**src/rtl/ejemplo_pkg.sv**
```systemverilog
`default_nettype none
// ============================================================================
// Module      : ejemplo_pkg
// Description : Shared widths, types and helpers for the ejemplo pair unit.
// Revision    : 1.0  initial release
// ============================================================================
package ejemplo_pkg;

  localparam int OP_W      = 2;
  localparam int SUM_W     = OP_W + 1;
  localparam int CNT_W_DEF = 8;

  typedef logic [OP_W-1:0]  op_t;
  typedef logic [SUM_W-1:0] sum_t;

  // Zero-extend both operands before adding so the carry lands in the MSB.
  function automatic sum_t add_zext(input op_t x, input op_t y);
    return sum_t'(x) + sum_t'(y);
  endfunction

endpackage
`default_nettype wire

```
**src/rtl/ejemplo_pair_unit_if.sv**
```systemverilog
`default_nettype none
// ============================================================================
// Module      : ejemplo_pair_unit_if
// Description : Operand/result bundle of the pair unit.
//               master : drives a, b; observes all results.
//               slave  : samples a, b; drives sum, and_o, or_o, xor_o,
//                        eq, gt, lt, chg_cnt, valid.
// Revision    : 1.0  initial release
// ============================================================================
interface ejemplo_pair_unit_if
  import ejemplo_pkg::*;
#(
  parameter int CNT_W = CNT_W_DEF
);

  op_t              a;
  op_t              b;
  sum_t             sum;
  op_t              and_o;
  op_t              or_o;
  op_t              xor_o;
  logic             eq;
  logic             gt;
  logic             lt;
  logic [CNT_W-1:0] chg_cnt;
  logic             valid;

  modport master (
    output a, b,
    input  sum, and_o, or_o, xor_o, eq, gt, lt, chg_cnt, valid
  );

  modport slave (
    input  a, b,
    output sum, and_o, or_o, xor_o, eq, gt, lt, chg_cnt, valid
  );

endinterface
`default_nettype wire

```
**src/rtl/ejemplo_cmp2.sv**
```systemverilog
`default_nettype none
// ============================================================================
// Module      : ejemplo_cmp2
// Description : Combinational unsigned magnitude comparator.
//               a, b   : operands
//               eq     : a == b
//               gt     : a >  b
//               lt     : a <  b
// Revision    : 1.0  initial release
// ============================================================================
module ejemplo_cmp2
  import ejemplo_pkg::*;
(
  input  op_t  a,
  input  op_t  b,
  output logic eq,
  output logic gt,
  output logic lt
);

  assign eq = (a == b);
  assign gt = (a >  b);
  assign lt = (a <  b);

endmodule
`default_nettype wire

```
**src/rtl/ejemplo_pair_unit.sv**
```systemverilog
`default_nettype none
// ============================================================================
// Module      : ejemplo_pair_unit
// Description : Registered 2-bit operand pair evaluator: sum, bitwise logic,
//               magnitude compare and a saturating count of operand changes.
//               clk  : rising-edge clock
//               rst  : asynchronous active-high reset
//               bus  : operand inputs and registered results (slave side)
// Revision    : 1.0  initial release
// ============================================================================
module ejemplo_pair_unit
  import ejemplo_pkg::*;
#(
  parameter int CNT_W = CNT_W_DEF
)(
  input  wire logic          clk,
  input  wire logic          rst,
  ejemplo_pair_unit_if.slave bus
);

  localparam logic [CNT_W-1:0] c_cnt_max = {CNT_W{1'b1}};

  logic             w_eq;
  logic             w_gt;
  logic             w_lt;
  logic             w_changed;

  sum_t             r_sum;
  op_t              r_and;
  op_t              r_or;
  op_t              r_xor;
  logic             r_eq;
  logic             r_gt;
  logic             r_lt;
  logic [CNT_W-1:0] r_chg_cnt;
  logic             r_valid;
  logic [3:0]       r_prev;

  ejemplo_cmp2 u_cmp (
    .a  (bus.a),
    .b  (bus.b),
    .eq (w_eq),
    .gt (w_gt),
    .lt (w_lt)
  );

  // r_valid gates the comparison so the first sample after reset is never
  // counted against the cleared prev register.
  assign w_changed = r_valid && ({bus.a, bus.b} != r_prev);

  always_ff @(posedge clk or posedge rst) begin
    if (rst) begin
      r_sum     <= '0;
      r_and     <= '0;
      r_or      <= '0;
      r_xor     <= '0;
      r_eq      <= 1'b0;
      r_gt      <= 1'b0;
      r_lt      <= 1'b0;
      r_chg_cnt <= '0;
      r_valid   <= 1'b0;
      r_prev    <= '0;
    end else begin
      r_sum   <= add_zext(bus.a, bus.b);
      r_and   <= bus.a & bus.b;
      r_or    <= bus.a | bus.b;
      r_xor   <= bus.a ^ bus.b;
      r_eq    <= w_eq;
      r_gt    <= w_gt;
      r_lt    <= w_lt;
      r_valid <= 1'b1;
      r_prev  <= {bus.a, bus.b};
      if (w_changed && (r_chg_cnt != c_cnt_max)) begin
        r_chg_cnt <= r_chg_cnt + CNT_W'(1);
      end
    end
  end

  assign bus.sum     = r_sum;
  assign bus.and_o   = r_and;
  assign bus.or_o    = r_or;
  assign bus.xor_o   = r_xor;
  assign bus.eq      = r_eq;
  assign bus.gt      = r_gt;
  assign bus.lt      = r_lt;
  assign bus.chg_cnt = r_chg_cnt;
  assign bus.valid   = r_valid;

endmodule
`default_nettype wire

```
**src/flat_wrapper.sv**
```systemverilog
// flat-port wrapper written by rule: the top's interface ports become plain ports
module ejemplo_pair_unit_flat import ejemplo_pkg::*;
#(
  parameter int CNT_W = CNT_W_DEF
)
  (clk, rst, bus_a, bus_b, bus_sum, bus_and_o, bus_or_o, bus_xor_o, bus_eq, bus_gt, bus_lt, bus_chg_cnt, bus_valid);
  ejemplo_pair_unit_if #(.CNT_W(CNT_W)) bus_i ();
  input  wire logic clk;
  input  wire logic rst;
  input wire logic [$bits(bus_i.a)-1:0] bus_a;
  input wire logic [$bits(bus_i.b)-1:0] bus_b;
  output wire logic [$bits(bus_i.sum)-1:0] bus_sum;
  output wire logic [$bits(bus_i.and_o)-1:0] bus_and_o;
  output wire logic [$bits(bus_i.or_o)-1:0] bus_or_o;
  output wire logic [$bits(bus_i.xor_o)-1:0] bus_xor_o;
  output wire logic [$bits(bus_i.eq)-1:0] bus_eq;
  output wire logic [$bits(bus_i.gt)-1:0] bus_gt;
  output wire logic [$bits(bus_i.lt)-1:0] bus_lt;
  output wire logic [$bits(bus_i.chg_cnt)-1:0] bus_chg_cnt;
  output wire logic [$bits(bus_i.valid)-1:0] bus_valid;
  assign bus_i.a = bus_a;
  assign bus_i.b = bus_b;
  assign bus_sum = bus_i.sum;
  assign bus_and_o = bus_i.and_o;
  assign bus_or_o = bus_i.or_o;
  assign bus_xor_o = bus_i.xor_o;
  assign bus_eq = bus_i.eq;
  assign bus_gt = bus_i.gt;
  assign bus_lt = bus_i.lt;
  assign bus_chg_cnt = bus_i.chg_cnt;
  assign bus_valid = bus_i.valid;
  ejemplo_pair_unit #(.CNT_W(CNT_W)) u_core (.clk(clk), .rst(rst), .bus(bus_i));
endmodule
```
**config.mk**
```make
export PLATFORM = sky130hd
export DESIGN_NAME = ejemplo_pair_unit_flat
export DESIGN_NICKNAME = d
export VERILOG_FILES = /design/src/rtl/ejemplo_pkg.sv /design/src/rtl/ejemplo_pair_unit_if.sv /design/src/rtl/ejemplo_cmp2.sv /design/src/rtl/ejemplo_pair_unit.sv /design/src/flat_wrapper.sv
export SDC_FILE = /design/constraint.sdc
export NUM_CORES = 1
export LEC_CHECK = 0
export CORE_MARGIN = 4
export CORE_UTILIZATION = 50
export DETAILED_ROUTE_END_ITERATION = 10
export PLACE_DENSITY = 0.82
export SYNTH_ARGS = -nofsm -noshare
export SYNTH_HDL_FRONTEND = slang
export SYNTH_HIERARCHICAL = 1
export SYNTH_SLANG_ARGS = --single-unit
```
**constraint.sdc**
```tcl
create_clock -name clk -period 2.47 [get_ports clk]
set_input_delay 0.494 -clock clk [delete_from_list [all_inputs] [get_ports clk]]
set_output_delay 0.494 -clock clk [all_outputs]
set_load 0.03 [all_outputs]
```
==> out/results.tsv, run 1 <==
metric	value	unit
hold-fix buffers at CTS	0	
Fin Setup TNS	0	ns
worst vdd ir	0.0005191	V
max incr delay on CP	0.71	ns
Overflow after GRT	0	
synth warn	6	
CP Launch Type	flop	
synth unique cells	24	
Worst Hold Class	in -> async	
FMAX	0.5127	GHz
synthesis-to-finish area growth	31.40	%
initial antenna violation count	0	
CTS tree	yes	
clk root buf	clkbuf_4	
# Post-CTS Setup Buffers	0	
Cell Area, Synth	1016	sq um
layout cells sized above 1	0.1019	
placed wire-length estimate	1292	microns
syn avg cell area	12.86	sq um
row count	16	
nets	124	
WP data arrival	1.46	ns
CTS clk-pin slew, worst paths	0.11	ns
final number of setup-violating endpoints	0	
RSZ-0062 raised after global routing	false	
Slew Viols, Final	0	
drt initial violations	5	
Crit path required time	1.98	ns
P_leak	0.6031	nW
final hold viol count	0	
Main synth FF type	dfrtp_1	
critical path's top delay family	buffers and inverters	
crit end category	output pin	
status	finished clean	
IO Pins	27	
crit path cell chain	clkdlybuf4s50_1	
total of max-cap violations	0	
drt drc	0	
vias	646	
post-CTS sizing	0	
number of synthesized flops with an enable pin	0	
Seq/Total Area, Yosys	0.5911	
clk_lat worst skew	0.29	ns
Die X	53.08	microns
first-pass GRT wire length	2760	microns
CTS Buf Count	3	
Mapped Nets	93	
clock skew	0.0008897	ns
Post-Syn Instances	79	
drt total wl	1620	microns
Routability Congestion	0.8521	
Final ANT Viol Nets	0	
largest net degree at the start of global routing	25	
Core Box Area	1942	sq um
drt pass-1 iters	4	
crit path kind	reg -> out	
vias in the first global route	637	
die area	2817	sq um
clock buffer depth	2	
Pwr Total	1.154	mW
clock sink total	24	
Seq cells post-synth	24	
Die H	53.08	microns
WL/cell	12.00	microns
gr usage total	0.1389	
Async SR Flop Fraction	1.000	
Buf+Inv Stages, Crit Path	1	
initial core utilization	0.5232	
Worst path slowest cell	clkdlybuf4s50_1	
period utilization	0.7897	
Setup Slack @ Placement	0.2581	ns
Inserted Diodes	0	
CP max FO	6	
port bufs	26	
post-route setup slack	0.5196	ns
fin crit period	1.950	ns
vias per inst	4.785	
htree depth	1	
power density over the cells	864.7	nW/um^2
synth_stat cells (all sizes together), types with 6 or more instances:
| library cell | number | area share |
|---|---|---|
| inv | 10 | 0.037 |
| ha | 7 | 0.086 |
| nand4 | 6 | 0.037 |
| xnor2 | 8 | 0.069 |
| dfrtp | 24 | 0.59 |
metrics by stage:
| stage | hold WS [ns] | utilization | instance area (sq um) | instances |
|---|---|---|---|---|
| 5_1_grt | 0.5474 | 0.6875 | 1335 | 135 |
| 6_report | 0.5278 | 0.6875 | 1335 | 135 |
| 2_1_floorplan | 0.5086 | - | 1016 | 79 |
| 4_1_cts | 0.5365 | 0.6875 | 1335 | 135 |
| 3_5_place_dp | 0.5181 | 0.6759 | 1313 | 132 |
| 3_3_place_gp | 0.5104 | 0.6759 | 1313 | 132 |
power breakdown:
part           internal [mW]  total, mW  switching (mW)
Combinational          0.213      0.457           0.245
Sequential             0.467      0.542          0.0757
Clock                 0.0567      0.155          0.0982
Total                  0.736       1.15           0.419
layout make-up:
type / instances / area [sq um]
clock buffer: 3 / 22.52
fill: 152 / 606.8
inverter: 10 / 37.54
multi-input combinational: 43 / 365.4
sequential: 24 / 600.6
tap: 27 / 33.78
timing repair buffer: 28 / 275.3
worst register-to-register path: stages, from the launching register on:
cell     delay [ns]
dfrtp_1        0.44
ha_1           0.26
nand3_1        0.09
or2_0          0.26
and3_4         0.25
mux2_4         0.29
worst paths after layout:
path	start	to	slack (ns)	cells past startpoint
worst max-delay path	u_core/bus.valid	bus_valid	0.52	1
worst min-delay path	rst	u_core/bus.or_o[1]	0.53	3
worst max register to register	u_core/bus.chg_cnt[0]	u_core/bus.chg_cnt[1]	0.79	5
worst min register to register	u_core/bus.chg_cnt[7]	u_core/bus.chg_cnt[7]	0.53	1
max in group asynchronous	rst	u_core/bus.valid	1.71	3
min in group clk	u_core/bus.chg_cnt[7]	u_core/bus.chg_cnt[7]	0.53	1
layer usage:
layer | up-vias | GRT usage | wire length, microns
met5 | - | 0 | 0
met4 | 0 | 0.06383 | 7
met3 | 2 | 0.04789 | 136
met2 | 19 | 0.2273 | 784
met1 | 313 | 0.1627 | 692
li1 | 312 | - | -
cell families after synthesis:
family,Yosys count,share of synthesized area
buffers and inverters,12,0.04926
other,1,0.003691
xor gates and xnor gates,10,0.08621
and+or+nand+nor,21,0.1330
AOI/OAI and AO/OA,1,0.004921
muxes,2,0.02586
adders and majority gates,8,0.1059
DFF,24,0.5911
placed cells by master (no fill, tap or decap), types with 2 or more instances in the layout:
cell,count
clkbuf_4,3
clkdlybuf4s50_1,26
nand3_1,2
ha_1,7
xnor2_1,8
nand4_1,6
nand2b_1,2
buf_4,2
nor2_1,2
inv_1,10
xor2_1,2
dfrtp_1,24
nand2_1,2
sequential cells by signal (all words and copies together), names as in the netlist:
signal	flops
u_core/bus.valid	1
u_core/bus.sum	2
u_core/r_prev	4
u_core/bus.eq	1
u_core/bus.gt	1
u_core/bus.or_o	2
u_core/bus.lt	1
u_core/bus.xor_o	2
u_core/bus.chg_cnt	8
u_core/bus.and_o	2
(Power assumes the default switching activity.)
==> run 2, diff against run 1 <==
Settings changed: CORE_UTILIZATION 50 to 42, PLACE_DENSITY 0.82 to 0.74.
Clock period 2.47 ns to 1.7 ns, I/O delays scaled along.
==> out/results.tsv, run 2 (synthesis gave the netlist of run 1 again) <==
metric	value	unit
Routability Congestion	0.8751	
CTS clk-pin slew, worst paths	0.12	ns
placed wire-length estimate	1465	microns
drt pass-1 iters	4	
final number of setup-violating endpoints	0	
Pwr Total	1.677	mW
Final ANT Viol Nets	0	
clock skew	0.0007379	ns
worst vdd ir	0.0007726	V
fillers	218	
RSZ-0062 raised after global routing	false	
layout cells sized above 1	0.1667	
crit path cell chain	ha_1 > nand3_1 > or2_0 > and3_4 > mux2_4	
synthesis-to-finish area growth	36.95	%
row count	17	
FMAX	0.6030	GHz
initial antenna violation count	0	
CTS Buf Count	3	
crit end category	flop	
max incr delay on CP	0.45	ns
largest net degree at the start of global routing	25	
drt total wl	1823	microns
final hold viol count	0	
CP Launch Type	flop	
htree depth	1	
clk root buf	clkbuf_4	
initial core utilization	0.4506	
Non-Filler Instances	142	
post-route cell area	1391	sq um
Worst path slowest cell	dfrtp_2	
clock buffer depth	2	
Buf+Inv Stages, Crit Path	0	
Overflow after GRT	0	
Crit path required time	1.90	ns
port bufs	26	
fin crit period	1.658	ns
drt initial violations	8	
vias per inst	4.718	
first-pass GRT wire length	3029	microns
Slew Viols, Final	0	
CP max FO	4	
vias in the first global route	690	
status	finished clean	
IO Pins	27	
leading cell type in the layout, fill and taps excluded	dfrtp_1	
period utilization	0.9755	
Fin Hold WS	0.3635	ns
drt drc	0	
WL/cell	12.84	microns
Inserted Diodes	0	
clk_lat worst skew	0.30	ns
gr usage total	0.1193	
WP data arrival	1.86	ns
most frequent cells in the layout	dfrtp_1 (22), dlygate4sd2_1 (11), inv_1 (10), clkdlybuf4s50_1 (9), xnor2_1 (8)	
critical path's top delay family	simple AND/OR/NAND/NOR gates	
crit path kind	reg -> reg	
Core Box Area	2255	sq um
total of max-cap violations	0	
Worst Hold Class	in -> async	
CTS tree	yes	
# Post-CTS Setup Buffers	0	
Die X	57.19	microns
die area	3270	sq um
Largest register FFs	8	
vias	670	
nets	129	
power density over the cells	1205	nW/um^2
dpl cells	138	
clock sink total	24	
Die H	57.19	microns
P_leak	0.7206	nW
Post-Place Cell Area	1354	sq um
[run 2: cell types whose count changed in the layout (fill, tap and decap cells not counted)]
cell / before / now
dlymetal6s2s_1: 0 / 6
clkdlybuf4s50_1: 26 / 9
dfrtp_1: 24 / 22
buf_4: 2 / 7
dfrtp_2: 0 / 2
dlygate4sd2_1: 0 / 11
clkbuf_8: 0 / 1
[run 2: power by group]
group          total, mW  internal [mW]  leakage [nW]  switching [mW]
Clock              0.283          0.131        0.0210           0.152
Combinational      0.608          0.254         0.413           0.353
Sequential         0.786          0.683         0.287           0.104
Total               1.68           1.07         0.721           0.609
[run 2: path summary, 6_finish.rpt]
| kind | startpoint | end | slack [ns] | cells past startpoint |
|---|---|---|---|---|
| setup / recovery | u_core/bus.chg_cnt[0] | u_core/bus.chg_cnt[1] | 0.04 | 5 |
| hold / removal | rst | u_core/bus.chg_cnt[2] | 0.36 | 3 |
| setup reg to reg | u_core/bus.chg_cnt[0] | u_core/bus.chg_cnt[1] | 0.04 | 5 |
| hold reg to reg | u_core/bus.chg_cnt[0] | u_core/bus.chg_cnt[0] | 0.51 | 1 |
| max in group asynchronous | rst | u_core/bus.chg_cnt[0] | 1.10 | 3 |
| min in group clk | u_core/bus.chg_cnt[0] | u_core/bus.chg_cnt[0] | 0.51 | 1 |
[run 2: worst reg2reg max path: cells and delay by family (launching register included)]
family | cells | cell delay (ns)
AND/OR/NAND/NOR | 3 | 0.57
flip-flops | 1 | 0.45
adder cells (fa/ha/maj) | 1 | 0.25
multiplexers | 1 | 0.29
[run 2: layout make-up]
class	count	area, sq um	share of cell area
Timing Repair Buffer	33	314.1	0.2257
Clock buffer	4	36.28	0.02608
Tap cell	28	35.03	0.02518
Inverter	10	37.54	0.02698
Multi-Input combinational cell	43	365.4	0.2626
Sequential cell	24	603.1	0.4335
[run 2: per-layer routing]
layer | vias up | routed length (microns) | part of all wire | GRT usage
met1 | 326 | 730 | 0.40 | 0.1286
met5 | - | 0 | 0 | 0
met3 | 2 | 132 | 0.072 | 0.03846
met2 | 17 | 949 | 0.52 | 0.2186
met4 | 0 | 11 | 0.0060 | 0.03974
li1 | 325 | - | - | -
[run 2: through the flow]
step	util	setup slack [ns]	TNS (ns)
global placement	0.6004	-0.1911	-0.5810
global route	0.6171	0.001032	0
CTS	0.6104	0.002853	0
floorplan	-	0.03270	0
finish	0.6171	0.04166	0
detailed placement	0.6004	-0.2392	-0.7781
[run 2: timing repair]
item                                    in CTS  in global routing
cloned                                       0                  0
resized for setup                           11                  6
endpoints found under the setup margin      12                  6
hold buffers                                 0                  0
==> run 3, diff against run 2 <==
Settings changed: CORE_MARGIN 4 to 1.
==> out/results.tsv, run 3 (synthesis gave the netlist of run 1 again) <==
metric	value	unit
leading cell type in the layout, fill and taps excluded	dfrtp_1	
worst vdd ir	0.0007362	V
Slew Viols, Final	0	
clock skew	0.006423	ns
Crit path required time	1.36	ns
Setup Slack @ Placement	-0.1066	ns
clk_lat worst skew	0.31	ns
Buf+Inv Stages, Crit Path	1	
CTS Buf Count	3	
first-pass GRT wire length	3187	microns
Routability Congestion	0.8849	
vias	679	
synthesis-to-finish area growth	40.64	%
period utilization	0.9693	
port bufs	26	
Core Box Area	2255	sq um
Worst Hold Class	in -> async	
total of max-cap violations	0	
fillers	204	
Die H	51.19	microns
Largest register FFs	8	
WL/cell	12.11	microns
initial core utilization	0.4506	
largest net degree at the start of global routing	25	
Die X	51.19	microns
final hold viol count	0	
crit path cell chain	clkdlybuf4s50_1	
drt total wl	1744	microns
final number of setup-violating endpoints	0	
crit end category	output pin	
vias in the first global route	748	
die area	2620	sq um
gr usage total	0.1679	
Pwr Total	1.814	mW
post-route setup slack	0.05217	ns
drt initial violations	10	
clock buffer depth	2	
slack of the worst reg-to-reg path	0.11	ns
crit path kind	reg -> out	
initial antenna violation count	0	
most frequent cells in the layout	dfrtp_1 (22), dlygate4sd2_1 (12), inv_1 (10), buf_4 (9)	
Worst path slowest cell	clkdlybuf4s50_1	
P_leak	0.7573	nW
clk root buf	clkbuf_4	
Overflow after GRT	0	
FMAX	0.6069	GHz
IO Pins	27	
Inserted Diodes	0	
Final ANT Viol Nets	0	
status	finished clean	
placed wire-length estimate	1345	microns
CTS clk-pin slew, worst paths	0.13	ns
max incr delay on CP	0.66	ns
drt pass-1 iters	4	
layout cells sized above 1	0.1897	
WP data arrival	1.31	ns
row count	17	
CTS tree	yes	
RSZ-0062 raised after global routing	false	
htree depth	1	
critical path's top delay family	buffers and inverters	
vias per inst	4.715	
nets	131	
power density over the cells	1270	nW/um^2
drt drc	0	
CP max FO	1	
CP Launch Type	flop	
clock sink total	24	
fin crit period	1.648	ns
-- run 3: changes by cell type in the layout (fill, tap and decap cells not counted), sizes merged --
cell	previous run	this run
dlygate4sd2	11	12
bufinv	0	1
buf	7	9
clkbuf	4	3
clkdlybuf4s50	9	6
dlymetal6s2s	6	8
-- run 3: stage by stage --
step | instance area (sq um) | TNS, ns | hold slack (ns) | std cells | util
after floorplan | 1018 | 0 | 0.3545 | 79 | -
after global placement | 1369 | -0.1937 | 0.4842 | 140 | 0.6071
after detailed placement | 1369 | -0.3144 | 0.4966 | 140 | 0.6071
after CTS | 1406 | 0 | 0.3582 | 144 | 0.6238
after global routing | 1429 | 0 | 0.3845 | 144 | 0.6337
final | 1429 | 0 | 0.3502 | 144 | 0.6337
-- run 3: where the power goes --
part	total [mW]	internal (mW)	switching [mW]
clock network	0.410	0.238	0.172
logic	0.615	0.261	0.354
registers	0.790	0.683	0.107
-- run 3: worst paths after layout --
path,from,end,cells after the start
worst max-delay path,u_core/bus.or_o[1],bus_or_o[1],1
worst min-delay path,rst,u_core/bus.chg_cnt[5],3
worst max register to register,u_core/bus.chg_cnt[0],u_core/bus.chg_cnt[5],6
worst min register to register,u_core/bus.chg_cnt[0],u_core/bus.chg_cnt[0],1
max in group asynchronous,rst,u_core/bus.chg_cnt[1],3
min in group clk,u_core/bus.chg_cnt[0],u_core/bus.chg_cnt[0],1
-- run 3: repair_timing --
item,4_1_cts,5_1_grt
setup buffers,0,0
resized for setup,12,9
setup endpoints to repair,12,9
hold buffers,0,0
pin swaps,0,0
-- run 3: cell type report --
| type | instances | area, sq um | share of cell area |
|---|---|---|---|
| clock inverter | 1 | 30.03 | 0.02102 |
| inverter | 10 | 37.54 | 0.02627 |
| tap | 28 | 35.03 | 0.02452 |
| multi-input combinational | 43 | 367.9 | 0.2574 |
| clock buffer | 3 | 22.52 | 0.01576 |
| timing repair buffer | 35 | 332.8 | 0.2329 |
| sequential | 24 | 603.1 | 0.4221 |
-- run 3: metal layers --
layer	track usage	vias up	routed length, microns
li1	-	325	-
met1	0.1996	326	728
met2	0.2741	24	878
met3	0.04762	4	111
met4	0.08796	0	26
met5	0	-	0
